### src/rtl/uart_tx.sv
// rtl/uart_tx.sv - UART transmitter: start bit, LSB-first data, optional even parity, one stop bit
//
// Optional feature: define UART_TX_PARITY_EN to insert an even-parity bit between data and stop.
//
// Ports:
//   clk            system clock, all logic on the rising edge
//   reset          synchronous active-high reset
//   start          transmit request, only honoured while idle
//   DataTX         parallel word, captured when start is accepted
//   SerialDataOut  registered serial line, idles at 1 (mark)
//   busy           registered, high for every cycle of a frame
//   done           registered one-cycle pulse when the stop bit completes

module uart_tx #(
   parameter int WORD_LENGTH  = 8,
   parameter int CLKS_PER_BIT = 434
) (
   input  logic                   clk,
   input  logic                   reset,
   input  logic                   start,
   input  logic [WORD_LENGTH-1:0] DataTX,
   output logic                   SerialDataOut,
   output logic                   busy,
   output logic                   done
);

   localparam int CW = $clog2(CLKS_PER_BIT);
   localparam int BW = $clog2(WORD_LENGTH);
   localparam logic [CW-1:0] BAUD_LAST = CW'(CLKS_PER_BIT - 1);
   localparam logic [BW-1:0] BIT_LAST  = BW'(WORD_LENGTH - 1);

   typedef enum logic [2:0] {
      IDLE,
      START,
      DATA,
`ifdef UART_TX_PARITY_EN
      PARITY,
`endif
      STOP
   } state_t;

   state_t                 state, state_nxt;
   logic [CW-1:0]          baud_cnt, baud_nxt;
   logic [BW-1:0]          bit_cnt, bit_nxt;
   logic [WORD_LENGTH-1:0] shift_reg, shift_nxt;
   logic                   line_nxt, busy_nxt, done_nxt;
   logic                   bit_end;
`ifdef UART_TX_PARITY_EN
   logic                   parity_bit, parity_nxt;
`endif

   assign bit_end = (baud_cnt == BAUD_LAST);

   always_ff @(posedge clk) begin
      if (reset) begin
         state         <= IDLE;
         baud_cnt      <= '0;
         bit_cnt       <= '0;
         shift_reg     <= '0;
         SerialDataOut <= 1'b1;
         busy          <= 1'b0;
         done          <= 1'b0;
`ifdef UART_TX_PARITY_EN
         parity_bit    <= 1'b0;
`endif
      end else begin
         state         <= state_nxt;
         baud_cnt      <= baud_nxt;
         bit_cnt       <= bit_nxt;
         shift_reg     <= shift_nxt;
         SerialDataOut <= line_nxt;
         busy          <= busy_nxt;
         done          <= done_nxt;
`ifdef UART_TX_PARITY_EN
         parity_bit    <= parity_nxt;
`endif
      end
   end

   // The line value is computed one cycle ahead so that SerialDataOut is a
   // flop and only moves on a bit boundary or on start acceptance.
   always_comb begin
      state_nxt  = state;
      baud_nxt   = baud_cnt;
      bit_nxt    = bit_cnt;
      shift_nxt  = shift_reg;
      line_nxt   = SerialDataOut;
      busy_nxt   = busy;
      done_nxt   = 1'b0;
`ifdef UART_TX_PARITY_EN
      parity_nxt = parity_bit;
`endif

      case (state)
         IDLE: begin
            line_nxt = 1'b1;
            busy_nxt = 1'b0;
            if (start) begin
               shift_nxt  = DataTX;
               baud_nxt   = '0;
               bit_nxt    = '0;
`ifdef UART_TX_PARITY_EN
               parity_nxt = ^DataTX;
`endif
               state_nxt  = START;
               line_nxt   = 1'b0;
               busy_nxt   = 1'b1;
            end
         end

         START: begin
            if (bit_end) begin
               baud_nxt  = '0;
               state_nxt = DATA;
               line_nxt  = shift_reg[0];
            end else begin
               baud_nxt = baud_cnt + CW'(1);
            end
         end

         DATA: begin
            if (bit_end) begin
               baud_nxt  = '0;
               shift_nxt = shift_reg >> 1;
               if (bit_cnt == BIT_LAST) begin
                  bit_nxt   = '0;
`ifdef UART_TX_PARITY_EN
                  state_nxt = PARITY;
                  line_nxt  = parity_bit;
`else
                  state_nxt = STOP;
                  line_nxt  = 1'b1;
`endif
               end else begin
                  bit_nxt  = bit_cnt + BW'(1);
                  // Next data bit is the one about to land in shift_reg[0].
                  line_nxt = shift_reg[1];
               end
            end else begin
               baud_nxt = baud_cnt + CW'(1);
            end
         end

`ifdef UART_TX_PARITY_EN
         PARITY: begin
            if (bit_end) begin
               baud_nxt  = '0;
               state_nxt = STOP;
               line_nxt  = 1'b1;
            end else begin
               baud_nxt = baud_cnt + CW'(1);
            end
         end
`endif

         STOP: begin
            if (bit_end) begin
               baud_nxt  = '0;
               state_nxt = IDLE;
               line_nxt  = 1'b1;
               busy_nxt  = 1'b0;
               done_nxt  = 1'b1;
            end else begin
               baud_nxt = baud_cnt + CW'(1);
            end
         end

         default: begin
            state_nxt = IDLE;
            line_nxt  = 1'b1;
            busy_nxt  = 1'b0;
         end
      endcase
   end

endmodule

### config.mk
export PLATFORM = sky130hd
export DESIGN_NAME = uart_tx
export DESIGN_NICKNAME = d
export VERILOG_FILES = /design/src/rtl/uart_tx.sv
export SDC_FILE = /design/constraint.sdc
export NUM_CORES = 1
export LEC_CHECK = 0
export CORE_MARGIN = 2
export CORE_UTILIZATION = 55
export DETAILED_ROUTE_END_ITERATION = 12
export PLACE_DENSITY = 0.8
export SYNTH_ARGS = -nofsm -noshare
export SYNTH_HDL_FRONTEND = slang
export SYNTH_SLANG_ARGS = --single-unit
### constraint.sdc
create_clock -name clk -period 1.8 [get_ports clk]
set_input_delay 0.36 -clock clk [delete_from_list [all_inputs] [get_ports clk]]
set_output_delay 0.36 -clock clk [all_outputs]
set_load 0.01 [all_outputs]
=== Yosys cells after proc, flatten, opt, wreduce, memory -nomap -nowiden ===
Cells that the tools add are included.
W data, S select, Z words.

* $add $sub $neg: 2
* Equality and inequality tests: 10
* Mux-type cells: 26
* Bitwise operators: 2
* Reductions and logical operators: 11

{| class="wikitable"
|+ Operator list
! kind !! count
|-
| $mux W3 || 8
|-
| $mux W9 || 2
|-
| $pmux W9 S2 || 1
|-
| $mux W8 || 2
|-
| $pmux W8 S2 || 1
|-
| $pmux W3 S4 || 1
|-
| $ne A2 B2 Y1 const B || 5
|-
| $add A9 B1 Y9 const B || 1
|-
| $eq A9 B9 Y1 const B || 1
|-
| $mux W1 || 8
|-
| $eq A3 B2 Y1 const B || 2
|-
| $pmux W3 S2 || 1
|-
| $reduce_and A3 Y1 || 2
|-
| $reduce_and A5 Y1 || 1
|-
| $pmux W1 S4 || 1
|-
| $reduce_and A2 Y1 || 2
|-
| $reduce_bool A2 Y1 || 2
|-
| $reduce_or A2 Y1 || 2
|-
| $add A3 B1 Y3 const B || 1
|-
| $eq A3 B1 Y1 const B || 1
|-
| $eq A3 B3 Y1 const B || 1
|-
| $logic_not A3 Y1 || 1
|-
| $pmux W1 S3 || 1
|-
| $reduce_or A3 Y1 || 1
|-
| $not A1 Y1 || 2
|}

* Register bits: 26
* Logic and storage cells: 58

=== Logic depth before layout (Yosys ltp) ===
Gate-level depths: netlist (run 1).

* Depth after elaboration: 4
* Mapped depth: 8
* Depth with buffers taken out: 6

=== Least setup slack after synthesis (run 1) ===
No wires, ideal clock.

* Path type: register to register
* Start: reg state[0]
* End: reg state[1]
* Setup time: 0.135 ns
* Arrival time: 1.505 ns
* Path slack: 0.160 ns
* Cell stages (with the launch flop): 8
* Buffers on the path: 2
* Cells stage by stage: dfxtp_1 > inv_1 > ha_1 > buf_2 > nor2b_1 > clkbuf_1 > o311ai_0 > o41ai_1

* Longest elaborated chain between the ends: 3
* Elaborated cells on any way between the ends: 11

{| class="wikitable"
|+ Ends and longest elaborated chain
! element !! line !! source
|-
| from (decl) || 42 || <nowiki>state_t state, state_nxt;</nowiki>
|-
| from (signal assigned) || 67 || <nowiki>state <= state_nxt;</nowiki>
|-
| $eq A3 B2 Y1, or another cell as far along || 94 || <nowiki>case (state)</nowiki>
|-
| $ne A2 B2 Y1 (no source line) || -- ||
|-
| $reduce_and A5 Y1 (no source line) || -- ||
|}

Several ways; a longest one is shown, not always the timed one.
A chain may end at the register's enable or synchronous reset.

=== Worst setup path after layout (run 1) ===
* Start: reg state[0]
* End: reg state[0]

Same word-level chain as after synthesis.

==> results of run 1 <==
per-stage QoR:
stage	cells	TNS, ns	worst slack, ns
2_1_floorplan	151	0	0.160
3_3_place_gp	197	-0.0115	-0.0115
3_5_place_dp	197	-0.524	-0.0815
4_1_cts	202	0	0.0262
5_1_grt	202	0	0.0165
6_report	202	0	0.0653
what timing repair did:
action	4_1_cts	5_1_grt
resized for setup	1	3
setup buffers	1	0
pin swaps	1	0
setup endpoints to repair	2	8
hold endpoints to repair	0	0
hold buffers	0	0
worst register-to-register path, cell delays in order (launching register included):
cell and delay, ns:
dfxtp_2 0.40, inv_1 0.08, ha_1 0.28, nor3_2 0.15
a21oi_2 0.09, or4_1 0.53, a21oi_1 0.15
cells by family after synthesis:
group	synth area share
AND/OR/NAND/NOR	0.286
AO/OA/AOI/OAI	0.178
flip-flops	0.378
buffers and inverters	0.0426
adder cells (fa/ha/maj)	0.0851
multiplexers	0.0303
placed cells by master, fill, tap and decap left out, drive strengths merged, types with 2 or more instances in the layout:
master          n
and2            2
nor2b           3
a311oi          2
clkbuf          4
or3             2
inv             5
and4            2
a21oi           7
nor2           21
dfxtp          25
and3            2
mux2i           4
clkdlybuf4s50  13
o41ai           2
nor3b           2
nand4           3
o221a           7
nand3          10
ha              9
nand2          12
nor3            3
o21ai           2
buf            14
metal layers:
metal  wire, µm  global-route usage  share of wire
met3        116              0.0395          0.037
met1       1440               0.305           0.46
met4         48               0.107          0.015
met5          0                   0              0
met2       1500               0.442           0.48
area by class of cell:
class / count / area [µm²]
Multi-Input combinational cell: 112 / 771
Fill cell: 172 / 639
Sequential cell: 25 / 504
Timing Repair Buffer: 27 / 235
Tap cell: 28 / 35.0
Clock buffer: 4 / 26.3
Inverter: 6 / 22.5
power by group through the flow:
stage                     clock (µW)  combinational, µW  sequential, µW
after floorplan                    0                586             766
after global placement             0                859             767
after detailed placement           0                899             780
after CTS                        254                907             769
after global routing             282               1020             787
final                            256                934             776
path summary, 6_finish.rpt:
path | startpoint | to | slack (ns) | cells past startpoint
max | state[0] | state[0] | 0.07 | 6
min | shift_reg[7] | shift_reg[7] | 0.49 | 2
max reg2reg | state[0] | state[0] | 0.07 | 6
min reg2reg | shift_reg[7] | shift_reg[7] | 0.49 | 2
==> run summary, run 1 <==
## Routing
- **number of remaining DRC errors** 0
- **drt total wl** 3.10 mm
- **vias per std cell** 6.06
- **iteration-0 DRC count of the detailed router** 34
- **total via count after detailed routing** 1,225
- **remaining antenna violation count after routing** 0
- **count of TritonRoute iterations in the first routing pass** 4
- **Routed WL per cell** 15.3 µm

## Clock network
- **Clock Pin Slew Worst Setup and Hold Paths** 0.13 ns
- **CTS tree** done
- **largest buffer count on any clock path** 2
- **number of buffers created by CTS** 3
- **CTS root buffer** clkbuf_4
- **clk_lat worst skew** 0.32 ns
- **number of H-tree branching levels** 1
- **clock sink count** 25

## Synthesis
- **most common flop cell mapped by yosys** dfxtp_1
- **number of library cell types mapped by synthesis** 42
- **dominant cell by count in the synthesized netlist** dfxtp_1
- **sequential-to-total area share from yosys stat** 0.378
- **Synth top area share** 0.378
- **Mapped Area** 1320 µm²
- **fraction of registers with async set/reset** 0
- **Mapped Nets** 171
- **Synth Instances** 151
- **Commonest cells post-synth** dfxtp_1, nor2_1, nand2_1, nand3_1, ha_1
- **count of warnings emitted by yosys** 0
- **Avg Synthesized Cell Area** 8.76 µm²
- **library cell with the largest summed area after synthesis** dfxtp_1
- **Yosys reg bits** 25
- **number of synthesized flops with an enable pin** 0
- **Synth area leaders** dfxtp_1, ha_1, nor2_1

## Timing
- **skew final** 0.00444 ns
- **unrepaired setup endpoints after global routing** false
- **maximum clock frequency** 576 MHz
- **Slew Viols, Final** 0
- **shortest period the worst path allows** 1.73 ns
- **slew at the pin closest to its max-slew limit** 0.348 ns
- **Hold Violations, Final** 0
- **endpoints failing setup** 0
- **worst hold slack across all endpoints** 0.491 ns
- **Final Cycle Share** 0.964
- **Slew headroom** 0.765

## Pwr
- **internal cell power** 1180 µW
- **total power density per cell area** 1230 nW/µm²
- **clock power share** 0.130
- **leakage power total** 0.000657 µW
- **peak supply drop** 0.000952 V
- **net switching power figure** 783 µW
- **fraction of power consumed by combinational cells** 0.475
- **overall power** 1970 µW
- **net switching fraction of the power** 0.398
- **sequential share of power** 0.395

## Floorplan
- **number of top-level pins** 14
- **starting utilization of the core area** 0.592
- **Die W** 53.0 µm
- **area inside the core boundary** 2230 µm²
- **Die ar.** 2810 µm²
- **floorplan row count** 17
- **Die Ht** 53.0 µm

## Critical path
- **WP buf/inv** 1
- **arrival time worst endpoint** 1.99 ns
- **crit-path max FO** 6
- **startpoint type of the worst setup path** flop
- **list of cells traversed by the critical path** inv_1 > ha_1 > nor3_2 > a21oi_2 > or4_1 > a21oi_1
- **capturing element type of the critical path** flop
- **family of cells with the greatest summed delay on the critical path** simple AND/OR/NAND/NOR gates
- **Worst Path Class, Setup** reg -> reg
- **slowest library cell on the worst path** or4_1
- **Crit path largest cell delay** 0.53 ns
- **critical path required time** 2.06 ns

## Placed design
- **quantity of I/O buffers inserted on ports** 13
- **estimated wirelength of the detail-placed design** 2.32 mm
- **Routability Congestion** 0.857
- **cell area after placement** 1550 µm²

## Cells and area
- **Layout Utilization** 0.714
- **final design instance area without fill** 1590 µm²
- **# diodes** 0
- **Largest register FFs** 9
- **proportion of layout cells with a drive suffix above 1** 0.195
- **number of nets in the layout** 195
- **synth-to-layout area growth** 20.5%

## GRT
- **largest net degree at the start of global routing** 15
- **total congestion overflow after global routing** 0
- **first-pass GRT wire length** 5.24 mm
- **Total Routing Usage GR** 0.253
- **number of global-route vias before repair** 1,235
- **initial antenna violation count** 0

## Min path
- **class of the most critical hold timing path** reg -> reg

## Status
- **result of the run** complete, no violations

## Flow run
- **Max-Cap Viols** 0

Power figures use the tool's default switching activity.
==> run 2: changes to the inputs <==
CORE_UTILIZATION = 59   (was 55)
PLACE_DENSITY = 0.85   (was 0.8)
SETUP_SLACK_MARGIN = 0.1   (was unset)
clock period = 2.2 ns   (was 1.8 ns; I/O delays follow)
==> run 2 against run 1 <==
Compared with the run above: first-iteration DRC count fell by 8.8%; flip-flop and latch count unchanged; clock skew grew 0.0086 ns; hold slack improved by 0.0029 ns; non-clock buffer count down 7; highest routed layer unchanged; fmax decreased by 6.4%; die area fell by 6.3%; setup slack gained 0.28 ns.
==> run summary, run 2 (same netlist as run 1, synthesis figures left out) <==
## Status
- **result of the run** complete, no violations

## Timing
- **Slew Viols, Final** 0
- **shortest period the worst path allows** 1.85 ns
- **Hold Violations, Final** 0
- **final sum of negative setup slack** 0 ns
- **Final Cycle Share** 0.843
- **slew at the pin closest to its max-slew limit** 0.334 ns
- **endpoints failing setup** 0
- **skew final** 0.0131 ns
- **unrepaired setup endpoints after global routing** false
- **Slew headroom** 0.774
- **final worst-path setup slack** 0.346 ns
- **maximum clock frequency** 539 MHz

## Placed design
- **worst slack at placement** 0.130 ns
- **estimated wirelength of the detail-placed design** 2.15 mm
- **Routability Congestion** 0.919
- **quantity of I/O buffers inserted on ports** 13
- **number of placed instances with taps included** 191

## Critical path
- **crit-path max FO** 10
- **endpoint of the lowest-slack register-to-register path** bit_cnt[1]
- **r2r setup slk** 0.35 ns
- **family of cells with the greatest summed delay on the critical path** simple AND/OR/NAND/NOR gates
- **Crit path largest cell delay** 0.44 ns
- **critical path required time** 2.46 ns
- **capturing element type of the critical path** flop
- **WP buf/inv** 1
- **arrival time worst endpoint** 2.11 ns
- **Worst Path Class, Setup** reg -> reg
- **source of the worst register-to-register timing path** state[0]
- **list of cells traversed by the critical path** inv_1 > ha_2 > nand2b_1 > nand4_1 > or3b_1 > a21oi_1
- **slowest library cell on the worst path** or3b_1
- **startpoint type of the worst setup path** flop
- **R2R cell count** 6

## Cells and area
- **number of nets in the layout** 188
- **synth-to-layout area growth** 16.4%
- **most common cell after layout, fill and taps aside** dfxtp_1
- **# diodes** 0
- **proportion of layout cells with a drive suffix above 1** 0.150
- **most used cells in the layout excluding fill and tap cells** dfxtp_1, nor2_1, clkdlybuf4s50_1, nand2_1, nand3_1
- **fin cells** 195
- **Largest register FFs** 9

## Floorplan
- **starting utilization of the core area** 0.610
- **floorplan row count** 17
- **Die W** 51.3 µm
- **area inside the core boundary** 2170 µm²
- **Die ar.** 2640 µm²
- **Die Ht** 51.3 µm
- **number of top-level pins** 14

## Pwr
- **peak supply drop** 0.000664 V
- **total power density per cell area** 1000 nW/µm²
- **overall power** 1550 µW
- **leakage power total** 0.000620 µW

## Min path
- **WHS Path Cells** 2
- **endpoint with the worst hold slack** shift_reg[7]
- **class of the most critical hold timing path** reg -> reg
- **worst hold start** shift_reg[7]

## Routing
- **number of remaining DRC errors** 0
- **Routed WL per cell** 14.8 µm
- **count of TritonRoute iterations in the first routing pass** 4
- **total via count after detailed routing** 1,175
- **iteration-0 DRC count of the detailed router** 31
- **vias per std cell** 6.03
- **drt total wl** 2.89 mm
- **remaining antenna violation count after routing** 0

## GRT
- **total congestion overflow after global routing** 0
- **first-pass GRT wire length** 4.91 mm
- **Total Routing Usage GR** 0.241
- **largest net degree at the start of global routing** 16
- **number of global-route vias before repair** 1,127
- **initial antenna violation count** 0

## Clock network
- **number of buffers added to fix hold violations after cts** 0
- **clock sink count** 25
- **number of buffers created by CTS** 3
- **CTS root buffer** clkbuf_4
- **Post-CTS Setup Repair Bufs** 0
- **number of H-tree branching levels** 1
- **Clock Pin Slew Worst Setup and Hold Paths** 0.15 ns
- **number of resized instances in the post-cts repair step** 0
- **CTS tree** done
- **largest buffer count on any clock path** 2
- **clk_lat worst skew** 0.32 ns

## Flow run
- **Max-Cap Viols** 0

[run 2: cell count changes in the layout (fill, tap and decap cells not counted)]
cell and change:
buf_4 -7, clkbuf_1 -1, clkinvlp_4 +1, dfxtp_1 +3, dfxtp_2 -3, ha_1 -1, ha_2 +1, nor3_1 +1
nor3_2 -1
[run 2: final cells by class]
class | instances | area, µm²
multi-input combinational | 112 | 768
fill | 171 | 631
sequential | 25 | 500
tap | 28 | 35.0
timing repair buffer | 20 | 183
inverter | 6 | 22.5
clock buffer | 3 | 22.5
clock inverter | 1 | 7.51
[run 2: worst register-to-register path, stage by stage, from the launching register on]
cell	delay [ns]
dfxtp_1	0.43
inv_1	0.09
ha_2	0.26
nand2b_1	0.18
nand4_1	0.26
or3b_1	0.44
a21oi_1	0.12
[run 2: how the worst max path moves through the flow]
stage             start         end  slack [ns]  depth (start not counted)
2_1_floorplan  state[0]    state[1]        0.56                          7
3_3_place_gp      start  bit_cnt[1]        0.19                          5
3_5_place_dp      start  bit_cnt[1]        0.13                          5
4_1_cts        state[0]  bit_cnt[1]        0.26                          6
5_1_grt        state[0]  bit_cnt[1]        0.21                          6
6_report       state[0]  bit_cnt[1]        0.35                          6
[run 2: through the flow]
| step | area, µm² | utilization | hold WS (ns) |
|---|---|---|---|
| after global routing | 1540 | 0.709 | 0.522 |
| final | 1540 | 0.709 | 0.494 |
| after detailed placement | 1510 | 0.694 | 0.475 |
| after floorplan | 1320 | - | 0.448 |
| after global placement | 1510 | 0.694 | 0.462 |
| after CTS | 1540 | 0.708 | 0.493 |
[run 2: power by group]
group	total [µW]	switching (µW)	internal, µW	leakage [µW]
clock network	211	142	69.5	0.0000139
registers	631	79.5	551	0.000204
logic	704	395	309	0.000402
[run 2: per-layer routing]
metal	routed length, µm	GRT usage	vias to the layer above	part of all wire
met5	0	0	-	0
met4	29	0.0789	0	0.010
met3	75	0.0468	6	0.026
met2	1430	0.411	20	0.49
met1	1360	0.306	557	0.47
li1	-	-	592	-
